===== src/rtl/btn_debounce_pkg.sv =====
// Shared definitions for the push-button debouncer.
//   db_state_t          : 2-bit per-channel FSM state encoding
//   DEF_SYNC_STAGES     : default synchronizer depth
//   DEF_DEBOUNCE_CYCLES : default stable-sample count (10 ms at 27 MHz)
package btn_debounce_pkg;

  typedef enum logic [1:0] {
    ST_RELEASED        = 2'b00,
    ST_CONFIRM_PRESS   = 2'b01,
    ST_PRESSED         = 2'b10,
    ST_CONFIRM_RELEASE = 2'b11
  } db_state_t;

  localparam int DEF_SYNC_STAGES     = 2;
  localparam int DEF_DEBOUNCE_CYCLES = 270000;

endpackage


===== src/rtl/btn_debounce_channel.sv =====
// One debounced push-button channel: synchronizer, confirm FSM, stable-sample
// counter and registered press/release pulses.
// Ports:
//   clk           : clock, all state on rising edge
//   rst           : synchronous active-high reset
//   raw           : asynchronous active-low button pin
//   level         : debounced level, active-low
//   press_pulse   : one-cycle pulse when level goes 1->0
//   release_pulse : one-cycle pulse when level goes 0->1
module debounce_channel
  import btn_debounce_pkg::*;
#(
  parameter int SYNC_STAGES     = DEF_SYNC_STAGES,
  parameter int DEBOUNCE_CYCLES = DEF_DEBOUNCE_CYCLES
) (
  input  logic clk,
  input  logic rst,
  input  logic raw,
  output logic level,
  output logic press_pulse,
  output logic release_pulse
);

  localparam int CNT_W = $clog2(DEBOUNCE_CYCLES);
  localparam logic [CNT_W-1:0] CNT_ONE  = CNT_W'(1);
  localparam logic [CNT_W-1:0] CNT_LAST = CNT_W'(DEBOUNCE_CYCLES - 1);

  if (SYNC_STAGES < 2 || SYNC_STAGES > 4) begin : g_bad_sync
    $error("debounce_channel: SYNC_STAGES must be 2..4");
  end
  if (DEBOUNCE_CYCLES < 2) begin : g_bad_cycles
    $error("debounce_channel: DEBOUNCE_CYCLES must be >= 2");
  end

  logic [SYNC_STAGES-1:0] sync_p;
  logic                   sample;
  db_state_t              state_q, state_d;
  logic [CNT_W-1:0]       cnt_q, cnt_d;
  logic                   level_d, press_d, release_d;

  // Synchronizer: resets to the idle (released) level so no false press is
  // seen while the chain refills after reset.
  always_ff @(posedge clk) begin
    if (rst) begin
      sync_p <= '1;
    end else begin
      sync_p <= {sync_p[SYNC_STAGES-2:0], raw};
    end
  end

  assign sample = sync_p[SYNC_STAGES-1];

  // State register
  always_ff @(posedge clk) begin
    if (rst) begin
      state_q <= ST_RELEASED;
      cnt_q   <= '0;
    end else begin
      state_q <= state_d;
      cnt_q   <= cnt_d;
    end
  end

  // Next state: a confirm state counts matching samples; the sample that
  // arrives with the counter at its last value completes the confirmation,
  // any mismatch falls back to the previous stable state.
  always_comb begin
    state_d = state_q;
    cnt_d   = cnt_q;
    unique case (state_q)
      ST_RELEASED: begin
        if (!sample) begin
          state_d = ST_CONFIRM_PRESS;
          cnt_d   = CNT_ONE;
        end
      end
      ST_CONFIRM_PRESS: begin
        if (sample) begin
          state_d = ST_RELEASED;
          cnt_d   = '0;
        end else if (cnt_q == CNT_LAST) begin
          state_d = ST_PRESSED;
          cnt_d   = '0;
        end else begin
          cnt_d = cnt_q + CNT_ONE;
        end
      end
      ST_PRESSED: begin
        if (sample) begin
          state_d = ST_CONFIRM_RELEASE;
          cnt_d   = CNT_ONE;
        end
      end
      ST_CONFIRM_RELEASE: begin
        if (!sample) begin
          state_d = ST_PRESSED;
          cnt_d   = '0;
        end else if (cnt_q == CNT_LAST) begin
          state_d = ST_RELEASED;
          cnt_d   = '0;
        end else begin
          cnt_d = cnt_q + CNT_ONE;
        end
      end
      default: begin
        state_d = ST_RELEASED;
        cnt_d   = '0;
      end
    endcase
  end

  // Output decode from the upcoming state so the registered level and the
  // pulses change on the same edge as the state transition.
  always_comb begin
    level_d   = (state_d == ST_RELEASED) || (state_d == ST_CONFIRM_PRESS);
    press_d   = (state_q == ST_CONFIRM_PRESS)   && (state_d == ST_PRESSED);
    release_d = (state_q == ST_CONFIRM_RELEASE) && (state_d == ST_RELEASED);
  end

  // Output registers
  always_ff @(posedge clk) begin
    if (rst) begin
      level         <= 1'b1;
      press_pulse   <= 1'b0;
      release_pulse <= 1'b0;
    end else begin
      level         <= level_d;
      press_pulse   <= press_d;
      release_pulse <= release_d;
    end
  end

endmodule


===== src/rtl/btn_debounce.sv =====
// Two-button debouncer: two fully independent debounce_channel instances.
// Ports:
//   clk, rst                   : clock and synchronous active-high reset
//   btn1_raw, btn2_raw         : asynchronous bouncing active-low pins
//   btn1, btn2                 : debounced active-low levels
//   btn1_press, btn2_press     : one-cycle pulse on debounced 1->0
//   btn1_release, btn2_release : one-cycle pulse on debounced 0->1
module btn_debounce
  import btn_debounce_pkg::*;
#(
  parameter int SYNC_STAGES     = DEF_SYNC_STAGES,
  parameter int DEBOUNCE_CYCLES = DEF_DEBOUNCE_CYCLES
) (
  input  logic clk,
  input  logic rst,
  input  logic btn1_raw,
  input  logic btn2_raw,
  output logic btn1,
  output logic btn2,
  output logic btn1_press,
  output logic btn2_press,
  output logic btn1_release,
  output logic btn2_release
);

  debounce_channel #(
    .SYNC_STAGES    (SYNC_STAGES),
    .DEBOUNCE_CYCLES(DEBOUNCE_CYCLES)
  ) u_ch1 (
    .clk          (clk),
    .rst          (rst),
    .raw          (btn1_raw),
    .level        (btn1),
    .press_pulse  (btn1_press),
    .release_pulse(btn1_release)
  );

  debounce_channel #(
    .SYNC_STAGES    (SYNC_STAGES),
    .DEBOUNCE_CYCLES(DEBOUNCE_CYCLES)
  ) u_ch2 (
    .clk          (clk),
    .rst          (rst),
    .raw          (btn2_raw),
    .level        (btn2),
    .press_pulse  (btn2_press),
    .release_pulse(btn2_release)
  );

endmodule


===== config.mk =====
export PLATFORM = sky130hd
export DESIGN_NAME = btn_debounce
export DESIGN_NICKNAME = d
export VERILOG_FILES = /design/src/rtl/btn_debounce_pkg.sv /design/src/rtl/btn_debounce_channel.sv /design/src/rtl/btn_debounce.sv
export SDC_FILE = /design/constraint.sdc
export NUM_CORES = 1
export LEC_CHECK = 0
export BUFFER_PORTS_ARGS = -buffer_cell sky130_fd_sc_hd__buf_2
export CORE_ASPECT_RATIO = 2
export CORE_MARGIN = 1
export CORE_UTILIZATION = 40
export DETAILED_ROUTE_END_ITERATION = 12
export PLACE_DENSITY = 0.67
export SLEW_MARGIN = 15
export SYNTH_ARGS = -nofsm -noshare
export SYNTH_HDL_FRONTEND = slang
export SYNTH_SLANG_ARGS = --single-unit

===== constraint.sdc =====
create_clock -name clk -period 2.1 [get_ports clk]
set_input_delay 0.21 -clock clk [delete_from_list [all_inputs] [get_ports clk]]
set_output_delay 0.21 -clock clk [all_outputs]
set_load 0.02 [all_outputs]

==> results.md, run 1 <==
- Max Cap Viol: 0
- Synth Instances: 265
- Worst slew pin tran: 0.606 ns
- Yosys warnings: 0
- Largest family of logic cells by synthesized area: simple AND/OR/NAND/NOR gates
- Root buffer cell: clkbuf_8
- P_leak: 0.928 nW
- Compound-Gate Fraction of Synth Area: 6.63%
- Final setup fails: 0
- CTS buffer count: 5
- Worst Path Arrival: 2.10 ns
- Cell Area, Placed: 2460 µm²
- Post-Route WL: 4870 µm
- Worst Skew: 0.0120 ns
- Reg clk slew, reported paths: 0.09 ns
- Final hold slack: 0.0871 ns
- H-tree levels: 2
- VDD IR max: 0.433 mV
- TNS Setup: 0 ns
- Fin area: 2570 µm²
- Critical path type: register to register
- Core area: 5470 µm²
- Site Rows: 38
- Critical path startpoint category: register
- Number of antenna violations at the first check in global routing: 0
- Final Hold Viols: 0
- First-pass GRT wire length: 8250 µm
- Die Y: 109 µm
- Post-CTS setup repair buffer count: 0
- Chip width: 55.7 µm
- CTS Buffer Depth: 2
- Hold crit path type: input port to register
- Tcrit/Tclk final: 90.9%
- Die footprint: 6080 µm²
- Relative slew slack: 59.5%
- Vias: 1880
- IO Count: 10
- Largest net degree at the start of global routing: 16
- Number of gates resized after cts: 0
- Synth cell types: 41
- Synthesized-area fraction occupied by and/or/nand/nor cells: 31.1%
- GPL Wtd Cong: 0.835
- Syn_area_per_cell: 8.69 µm²
- Setup slack at placement: 0.212 ns
- Mapped Area: 2300 µm²
- Area Growth Syn to Fin: 11.4%
- Fillers: 533
- Seq/Total Area, Yosys: 45.2%
- # nets final: 288
- DR iter-0 viols: 62
- Yosys reg bits: 52
- Post-synthesis mux area share: 1.36%
- Crit path launch: u_ch2.cnt_q[11]$_SDFFE_PP0P_
- Post-route setup slack: 0.192 ns
- Final ANT Viol Nets: 0
- Critical Path RT: 2.29 ns
- Worst R2R Start: u_ch2.cnt_q[11]$_SDFFE_PP0P_
- Overflow after GRT: 0
- Count of hold-fix buffers inserted at cts: 0
- Share of cells above drive strength 1: 11.3%
- DR vias/cell: 5.48
- Most frequent cells in the layout: dfxtp_1, nor2_1, xnor2_1
- Post-DP HPWL: 3710 µm
- CP endpoint kind: register
- Port bufs: 9
- HP Start: btn2_raw
- Syn Nets: 271
- Cell Pwr Density: 675 nW/µm²
- Adder and majority gate portion of the synthesized area: 1.09%
- Clk sink count: 52
- Drt pass-1 iters: 4
- DR DRC count: 0
- Status: complete, no violations
- CP max FO: 5
- Clock Latency Late Sink: 0.31 ns
- Drt wl/cell: 14.2 µm
- Starting Density: 42.1%
- Post-Synth XOR/XNOR Area: 12.2%
- Pins Over Slew Limit: 0
- Vias in the first global route: 1854
- Tot GR Track Use: 17.5%
- TritonCTS clock tree: built
- Fmax: 524 MHz
- Commonest non-fill, non-tap cell in the layout: dfxtp_1
- RSZ-0062 raised after global routing: no
- Antenna diodes: 0
- Tmin final: 1.91 ns
registers in the layout, indices dropped and copies added (netlist names):
register / flops
u_ch1.cnt_q: 19
u_ch1.level: 1
u_ch1.press_pulse: 1
u_ch1.release_pulse: 1
u_ch1.state_q: 2
u_ch1.sync_p: 2
u_ch2.cnt_q: 19
u_ch2.level: 1
u_ch2.press_pulse: 1
u_ch2.release_pulse: 1
u_ch2.state_q: 2
u_ch2.sync_p: 2
worst paths after layout:
| path | end | slack [ns] | depth (start not counted) |
|---|---|---|---|
| max reg2reg | u_ch2.cnt_q[17]$_SDFFE_PP0P_ | 0.19 | 5 |
| min | u_ch2.sync_p[0]$_SDFF_PP1_ | 0.09 | 2 |
| min reg2reg | u_ch2.sync_p[1]$_SDFF_PP1_ | 0.42 | 1 |
| max | u_ch2.cnt_q[17]$_SDFFE_PP0P_ | 0.19 | 5 |
synth_stat cells (all sizes together):
cell	count	area share [%]
and4	4	1.7
o2111a	1	0.49
xnor2	22	8.4
nor3b	3	0.98
a31o	1	0.38
a22oi	2	0.65
o211a	1	0.43
a21oi	7	1.5
or4	1	0.33
o21bai	1	0.33
buf	1	0.33
nand2b	1	0.27
mux2	1	0.49
xor2	10	3.8
inv	9	1.5
o31ai	1	0.33
o21ai	5	1.1
nor2b	1	0.27
o211ai	2	0.65
and2	2	0.54
a311o	1	0.43
and4b	1	0.43
or2	4	1.1
or4b	1	0.60
nand4	7	1.9
and3	9	2.4
mux2i	2	0.87
a21o	1	0.33
nor2	49	8.0
nand4b	3	1.1
nand2	19	3.1
nand3	13	3.0
nor4b	2	0.76
nor3	12	2.6
clkbuf	4	0.65
or3	1	0.27
ha	2	1.1
nor4	6	1.6
dfxtp	52	45
cells by family (layout without fill, tap and decap cells):
family,after synthesis,after routing
AND/OR/NAND/NOR,139,139
buffers and inverters,14,32
XOR/XNOR,32,32
flip-flops,52,52
multiplexers,3,3
adder cells (fa/ha/maj),2,2
AO/OA/AOI/OAI,23,23
critical path, stage by stage, from the launching register on:
cell	delay [ns]
dfxtp_1	0.42
and4_4	0.26
nand3_2	0.08
or4b_4	0.54
and4_4	0.20
a311o_1	0.31
stage by stage:
step	util [%]	instances	power [W]
floorplan	-	265	0.00106
global placement	45.0	335	0.00108
detailed placement	45.0	335	0.00108
CTS	46.9	343	0.00175
global route	46.9	343	0.00180
finish	46.9	343	0.00173
power breakdown:
part / switching, W / internal (W) / leakage (nW)
clock: 0.000318 / 0.000354 / 0.0552
sequential: 0.00000750 / 0.000992 / 0.420
combinational: 0.0000362 / 0.0000243 / 0.452
total: 0.000362 / 0.00137 / 0.928
metal layers:
layer / track usage, % / part of all wire (%) / up-vias / wire (µm)
met5: 0 / 0 / - / 0
met4: 10.9 / 4.1 / 0 / 198
met3: 2.12 / 1.6 / 14 / 76
met2: 35.1 / 57 / 23 / 2790
met1: 16.4 / 37 / 889 / 1800
li1: - / - / 954 / -
final cells by class:
| type | count | area (µm²) | share of cell area, % |
|---|---|---|---|
| multi-input cells | 199 | 1210 | 47.0 |
| flip-flops and latches | 52 | 1040 | 40.6 |
| repair buffers | 15 | 103 | 4.00 |
| well taps | 60 | 75.1 | 2.93 |
| clock buffers | 6 | 72.6 | 2.83 |
| clock inverters | 2 | 35.0 | 1.37 |
| inverters | 9 | 33.8 | 1.32 |
(Power assumes the default switching activity.)
==> inputs of run 2 (changes only) <==
--- a/config.mk
+++ b/config.mk
@@ -5,6 +5,7 @@
 export SDC_FILE = /design/constraint.sdc
 export NUM_CORES = 1
 export LEC_CHECK = 0
+export ABC_AREA = 1
 export BUFFER_PORTS_ARGS = -buffer_cell sky130_fd_sc_hd__buf_2
 export CORE_ASPECT_RATIO = 2
 export CORE_MARGIN = 1
==> results.md, run 2 <==
- Status: complete, no violations (unchanged)
- Total power: 0.00191 W (was 0.00173 W)
- Post-synthesis async set-or-reset flop share: 0% (unchanged)
- Final ANT Viol Nets: 0 (unchanged)
- Share of cells above drive strength 1: 9.93% (was 11.3%)
- Syn Nets: 406 (was 271)
- Seq/Total Area, Yosys: 38.5% (was 45.2%)
- EDFF count, synth: 0 (unchanged)
- Synth area leader: dfxtp_1 (unchanged)
- Area Growth Syn to Fin: 10.1% (was 11.4%)
- Clock Latency Late Sink: 0.29 ns (was 0.31 ns)
- Top cell type's share of synthesized area: 38.5% (was 45.2%)
- IO Count: 10 (unchanged)
- Final setup fails: 0 (unchanged)
- Final hold slack: 0.0963 ns (was 0.0871 ns)
- Vias: 2472 (was 1880)
- Relative slew slack: 72.1% (was 59.5%)
- Yosys warnings: 0 (unchanged)
- Synth Instances: 400 (was 265)
- Clock Power Share: 44.4% (was 38.8%)
- Critical path type: register to register (unchanged)
- Post-DP HPWL: 4910 µm (was 3710 µm)
- CTS Buffer Depth: 2 (unchanged)
- Overflow after GRT: 0 (unchanged)
- Clk sink count: 52 (unchanged)
- Sw frac: 22.2% (was 20.9%)
- DR DRC count: 0 (unchanged)
- CP endpoint kind: register (unchanged)
- # nets final: 418 (was 288)
- Post-Route WL: 6230 µm (was 4870 µm)
- Die Y: 118 µm (was 109 µm)
- Reg clk slew, reported paths: 0.07 ns (was 0.09 ns)
- Worst Path Arrival: 1.81 ns (was 2.10 ns)
- Worst Skew: 0.00494 ns (was 0.0120 ns)
- TritonCTS clock tree: built (unchanged)
- Fmax: 613 MHz (was 524 MHz)
- Hold crit path type: input port to register (unchanged)
- Number of antenna violations at the first check in global routing: 0 (unchanged)
- Post-Route Utilization: 45.3% (was 46.9%)
- Mapped Area: 2700 µm² (was 2300 µm²)
- Fillers: 700 (was 533)
- Max Cap Viol: 0 (unchanged)
- TNS Setup: 0 ns (unchanged)
- DR iter-0 viols: 132 (was 62)
- GPL Wtd Cong: 0.940 (was 0.835)
- Largest cells by area after synthesis: dfxtp_1, nand2_1, nor2_1 (was dfxtp_1, xnor2_1, nor2_1)
- Tcrit/Tclk final: 77.6% (was 90.9%)
- CP max FO: 4 (was 5)
- Synth cell types: 29 (was 41)
- DR vias/cell: 4.93 (was 5.48)
- Post-synth top flop: dfxtp_1 (unchanged)
- Final non-filler cell total: 501 (was 343)
- Starting Density: 41.1% (was 42.1%)
- Site Rows: 42 (was 38)
- Most frequent cell after synthesis: nand2_1 (was dfxtp_1)
- Reg power frac: 52.4% (was 57.7%)
- Worst slew pin tran: 0.416 ns (was 0.606 ns)
- Number of gates resized after cts: 0 (unchanged)
- P_leak: 1.22 nW (was 0.928 nW)
- Vias in the first global route: 2450 (was 1854)
- Chip width: 60.1 µm (was 55.7 µm)
- Tot GR Track Use: 19.8% (was 17.5%)
- Post-CTS setup repair buffer count: 0 (unchanged)
- First-pass GRT wire length: 10500 µm (was 8250 µm)
- Antenna diodes: 0 (unchanged)
- Critical path startpoint category: register (unchanged)
- Largest net degree at the start of global routing: 17 (was 16)
- H-tree levels: 2 (unchanged)
- P_sw: 0.000423 W (was 0.000362 W)
- Drt pass-1 iters: 4 (unchanged)
- Critical Path RT: 2.28 ns (was 2.29 ns)
- Core area: 6570 µm² (was 5470 µm²)
- Pins Over Slew Limit: 0 (unchanged)
- Cell Pwr Density: 640 nW/µm² (was 675 nW/µm²)
- Tmin final: 1.63 ns (was 1.91 ns)
- Top cells by count, synth: nand2_1, nor2_1, inv_1 (was dfxtp_1, nor2_1, xnor2_1)
- Most frequent cells in the layout: nand2_1, nor2_1, inv_1 (was dfxtp_1, nor2_1, xnor2_1)
- RSZ-0062 raised after global routing: no (unchanged)
- Final Hold Viols: 0 (unchanged)
- CTS buffer count: 5 (unchanged)
- Placed cells: 493 (was 335)
- Port bufs: 9 (unchanged)
- Commonest non-fill, non-tap cell in the layout: nand2_1 (was dfxtp_1)
- Count of hold-fix buffers inserted at cts: 0 (unchanged)
- Top flop regs: u_ch1.cnt_q: 19 flops, u_ch2.cnt_q: 19 flops (unchanged)
- Yosys reg bits: 52 (unchanged)
- Die footprint: 7110 µm² (was 6080 µm²)
- Drt wl/cell: 12.4 µm (was 14.2 µm)
- Pint: 0.00148 W (was 0.00137 W)
- VDD IR max: 0.388 mV (was 0.433 mV)
- Combinational Power Share: 3.2% (was 3.5%)
- Root buffer cell: clkbuf_16 (was clkbuf_8)
- Syn_area_per_cell: 6.76 µm² (was 8.69 µm²)
run 2: area by class of cell:
cell class / count / area, µm² / share of cell area [%]
clock inverters: 2 / 15.0 / 0.504
well taps: 88 / 110 / 3.70
repair buffers: 10 / 52.6 / 1.77
inverters: 58 / 218 / 7.31
flip-flops and latches: 52 / 1040 / 35.0
multi-input cells: 285 / 1400 / 47.1
clock buffers: 6 / 139 / 4.67
run 2: final timing paths:
kind                          startpoint                            to  slack [ns]  cells past startpoint
max          u_ch1.cnt_q[0]$_SDFFE_PP0P_  u_ch1.cnt_q[18]$_SDFFE_PP0P_        0.47                     10
min reg2reg   u_ch1.sync_p[0]$_SDFF_PP1_    u_ch1.sync_p[1]$_SDFF_PP1_        0.41                      1
max reg2reg  u_ch1.cnt_q[0]$_SDFFE_PP0P_  u_ch1.cnt_q[18]$_SDFFE_PP0P_        0.47                     10
min                             btn1_raw    u_ch1.sync_p[0]$_SDFF_PP1_         0.1                      2
run 2: cells by family (layout without fill, tap and decap cells):
logic type	Yosys count	count (layout)	share of synthesized area, %
simple gates	246	246	41.6
buf+inv	63	76	9.63
flops	52	52	38.5
compound gates	20	20	3.80
xor+xnor	17	17	5.51
fa+ha+maj	2	2	0.926
run 2: metal layers:
layer | track usage (%) | up-vias | wire (µm)
li1 | - | 1271 | -
met1 | 17.4 | 1140 | 2130
met2 | 37.4 | 36 | 3630
met3 | 3.50 | 25 | 102
met4 | 12.6 | 0 | 375
met5 | 0 | - | 0
run 2: power by group through the flow:
| stage | clock, W | sequential, W | combinational, W |
|---|---|---|---|
| 2_1_floorplan | 0 | 0.00102 | 0.0000516 |
| 3_3_place_gp | 0 | 0.00102 | 0.0000620 |
| 3_5_place_dp | 0 | 0.00102 | 0.0000625 |
| 4_1_cts | 0.000876 | 0.000998 | 0.0000629 |
| 5_1_grt | 0.000909 | 0.000999 | 0.0000685 |
| 6_report | 0.000846 | 0.000999 | 0.0000613 |
run 2: critical path, cell delays in order, from the launching register on:
cell and delay (ns):
dfxtp_1 0.39, ha_1 0.19, nand2_1 0.10, nor2_2 0.17, nand2_1 0.15, inv_1 0.11
nand3_1 0.11, nor2_1 0.12, nand3_1 0.07, nand2_1 0.06, nor2_1 0.03
run 2: stage by stage:
step | worst slack [ns] | area (µm²)
global placement | 0.493 | 2820
detailed placement | 0.462 | 2820
finish | 0.470 | 2980
CTS | 0.442 | 2980
floorplan | 0.697 | 2700
global route | 0.319 | 2980
==> inputs of run 3 (changes only) <==
--- a/config.mk
+++ b/config.mk
@@ -5,13 +5,13 @@
 export SDC_FILE = /design/constraint.sdc
 export NUM_CORES = 1
 export LEC_CHECK = 0
-export ABC_AREA = 1
+export ABC_AREA = 0
 export BUFFER_PORTS_ARGS = -buffer_cell sky130_fd_sc_hd__buf_2
 export CORE_ASPECT_RATIO = 2
 export CORE_MARGIN = 1
 export CORE_UTILIZATION = 40
 export DETAILED_ROUTE_END_ITERATION = 12
-export PLACE_DENSITY = 0.67
+export PLACE_DENSITY = 0.69
 export SLEW_MARGIN = 15
 export SYNTH_ARGS = -nofsm -noshare
 export SYNTH_HDL_FRONTEND = slang
==> constraint.sdc (replaced) <==
create_clock -name clk -period 1.37 [get_ports clk]
set_input_delay 0.137 -clock clk [delete_from_list [all_inputs] [get_ports clk]]
set_output_delay 0.137 -clock clk [all_outputs]
set_load 0.02 [all_outputs]
==> results.md, run 3 (synthesized netlist as in run 1, its figures left out) <==
- Status: finished with violations (was complete, no violations)
- Failing checks: setup timing
- Final hold slack: 0.120 ns (was 0.0963 ns)
- Max Cap Viol: 0 (unchanged)
- Pint: 0.00202 W (was 0.00148 W)
- Critical path startpoint category: register (unchanged)
- Hold worst-path end: u_ch2.cnt_q[1]$_SDFFE_PP0P_ (was u_ch1.sync_p[0]$_SDFF_PP1_)
- Top flop regs: u_ch1.cnt_q: 19 flops, u_ch2.cnt_q: 19 flops (unchanged)
- Critical Path RT: 1.58 ns (was 2.28 ns)
- Drt wl/cell: 14.6 µm (was 12.4 µm)
- Storage cell area: 1060 µm² (was 1040 µm²)
- Drt pass-1 iters: 6 (was 4)
- P_leak: 1.37 nW (was 1.22 nW)
- Tmin final: 1.72 ns (was 1.63 ns)
- Fin area: 3620 µm² (was 2980 µm²)
- RSZ-0062 raised after global routing: yes (was no)
- Antenna diodes: 0 (unchanged)
- Hold crit path type: input port to register (unchanged)
- Share of cells above drive strength 1: 50.8% (was 9.93%)
- GPL Wtd Cong: 0.837 (was 0.940)
- Core area: 5470 µm² (was 6570 µm²)
- Setup slack at placement: -0.387 ns (was 0.462 ns)
- Cell Pwr Density: 725 nW/µm² (was 640 nW/µm²)
- Clock Power Share: 34.8% (was 44.4%)
- Critical path type: register to register (unchanged)
- Tot GR Track Use: 20.6% (was 19.8%)
- TNS Setup: -8.67 ns (was 0 ns)
- Area Growth Syn to Fin: 57.1% (was 10.1%)
- Post-DP HPWL: 4170 µm (was 4910 µm)
- DR vias/cell: 5.24 (was 4.93)
- Final setup fails: 48 (was 0)
- Vias in the first global route: 2284 (was 2450)
- Reg clk slew, reported paths: 0.09 ns (was 0.07 ns)
- Worst R2R Start: u_ch2.cnt_q[14]$_SDFFE_PP0P_ (was u_ch1.cnt_q[0]$_SDFFE_PP0P_)
- DR DRC count: 0 (unchanged)
- Die Y: 109 µm (was 118 µm)
- FF-to-FF path depth: 5 (was 10)
- # nets final: 363 (was 418)
- Root buffer cell: clkbuf_8 (was clkbuf_16)
- Number of antenna violations at the first check in global routing: 0 (unchanged)
- Fmax: 582 MHz (was 613 MHz)
- Worst Path Arrival: 1.93 ns (was 1.81 ns)
- Post-route setup slack: -0.348 ns (was 0.470 ns)
- FF-to-FF End: u_ch2.cnt_q[17]$_SDFFE_PP0P_ (was u_ch1.cnt_q[18]$_SDFFE_PP0P_)
- CP endpoint kind: register (unchanged)
- VDD IR max: 0.845 mV (was 0.388 mV)
- Cell Area, Placed: 3000 µm² (was 2820 µm²)
- HP Start: rst (was btn1_raw)
- Sw frac: 23.1% (was 22.2%)
- Site Rows: 38 (was 42)
- Starting Density: 42.1% (was 41.1%)
- Final non-filler cell total: 418 (was 501)
- CTS buffer count: 5 (unchanged)
- Multi-input logic area: 1630 µm² (was 1400 µm²)
- DR iter-0 viols: 81 (was 132)
- Clock Latency Late Sink: 0.32 ns (was 0.29 ns)
- Flop2flop setup slack: -0.35 ns (was 0.47 ns)
- Fillers: 431 (was 700)
- Most frequent cells in the layout: buf_4, dfxtp_1, nor2_1 (was nand2_1, nor2_1, inv_1)
- Worst slew pin tran: 0.325 ns (was 0.416 ns)
- Largest net degree at the start of global routing: 16 (was 17)
- Relative slew slack: 78.3% (was 72.1%)
- Tcrit/Tclk final: 125% (was 77.6%)
- P_sw: 0.000606 W (was 0.000423 W)
- Port bufs: 9 (unchanged)
- Combinational Power Share: 7.0% (was 3.2%)
- First-pass GRT wire length: 9700 µm (was 10500 µm)
- Worst Skew: 0.00478 ns (was 0.00494 ns)
- Vias: 2192 (was 2472)
- CTS Buffer Depth: 2 (unchanged)
- Commonest non-fill, non-tap cell in the layout: buf_4 (was nand2_1)
- Die footprint: 6080 µm² (was 7110 µm²)
- Overflow after GRT: 0 (unchanged)
- IO Count: 10 (unchanged)
- Hold Crit Depth: 2 (unchanged)
- Pins Over Slew Limit: 0 (unchanged)
- Final ANT Viol Nets: 0 (unchanged)
- CP max FO: 3 (was 4)
- Chip width: 55.7 µm (was 60.1 µm)
- Reg power frac: 58.2% (was 52.4%)
- Post-Route WL: 6110 µm (was 6230 µm)
- Placed cells: 398 (was 493)
- H-tree levels: 2 (unchanged)
- TritonCTS clock tree: built (unchanged)
- Clk sink count: 52 (unchanged)
- Final Hold Viols: 0 (unchanged)
-- run 3: worst max-delay path by stage --
stage / slack (ns) / to / from / cells after the start
global placement: -0.35 / u_ch2.cnt_q[17]$_SDFFE_PP0P_ / u_ch2.cnt_q[14]$_SDFFE_PP0P_ / 5
global route: -0.38 / u_ch2.cnt_q[17]$_SDFFE_PP0P_ / u_ch2.cnt_q[0]$_SDFFE_PP0P_ / 6
detailed placement: -0.39 / u_ch2.cnt_q[17]$_SDFFE_PP0P_ / u_ch2.cnt_q[14]$_SDFFE_PP0P_ / 5
finish: -0.35 / u_ch2.cnt_q[17]$_SDFFE_PP0P_ / u_ch2.cnt_q[14]$_SDFFE_PP0P_ / 5
floorplan: -0.32 / u_ch2.cnt_q[17]$_SDFFE_PP0P_ / u_ch2.cnt_q[11]$_SDFFE_PP0P_ / 5
CTS: -0.39 / u_ch2.cnt_q[17]$_SDFFE_PP0P_ / u_ch2.cnt_q[16]$_SDFFE_PP0P_ / 5
-- run 3: metal layers --
layer | GRT usage (%) | vias up | routed length [µm]
met5 | 0 | - | 0
met4 | 13.8 | 0 | 206
met3 | 3.41 | 16 | 110
met2 | 40.8 | 33 | 3620
met1 | 18.5 | 1048 | 2170
li1 | - | 1095 | -
-- run 3: what timing repair did --
action / CTS / global route
hold buffers: 2 / 0
endpoints found under the setup margin: 48 / 48
gates cloned: 1 / 0
setup buffers: 4 / 7
endpoints found under the hold margin: 2 / 0
gates resized for setup: 39 / 66
pin swaps: 8 / 31
-- run 3: per-stage QoR --
stage                     total power [W]  utilization (%)
after detailed placement          0.00169             54.8
after floorplan                   0.00163                -
final                             0.00262             66.2
after global placement            0.00169             54.8
after global routing              0.00273             66.2
after CTS                         0.00264             60.7
-- run 3: cell type report --
type	instances	area share [%]
inverters	9	0.934
well taps	60	2.07
repair buffers	90	20.2
clock buffers	8	2.49
flip-flops and latches	52	29.4
multi-input cells	199	45.0
-- run 3: critical path, cell delays in order, from the launching register on --
cell and delay (ns):
dfxtp_2 0.35, and4_4 0.24, nand3_4 0.06, or4b_4 0.55, and4_4 0.16, a311o_1 0.25
-- run 3: power groups by stage --
stage / clock (W) / combinational (W) / sequential [W]
2_1_floorplan: 0 / 0.0000650 / 0.00156
3_3_place_gp: 0 / 0.000126 / 0.00156
3_5_place_dp: 0 / 0.000127 / 0.00156
4_1_cts: 0.000949 / 0.000163 / 0.00153
5_1_grt: 0.00101 / 0.000196 / 0.00153
6_report: 0.000912 / 0.000183 / 0.00153
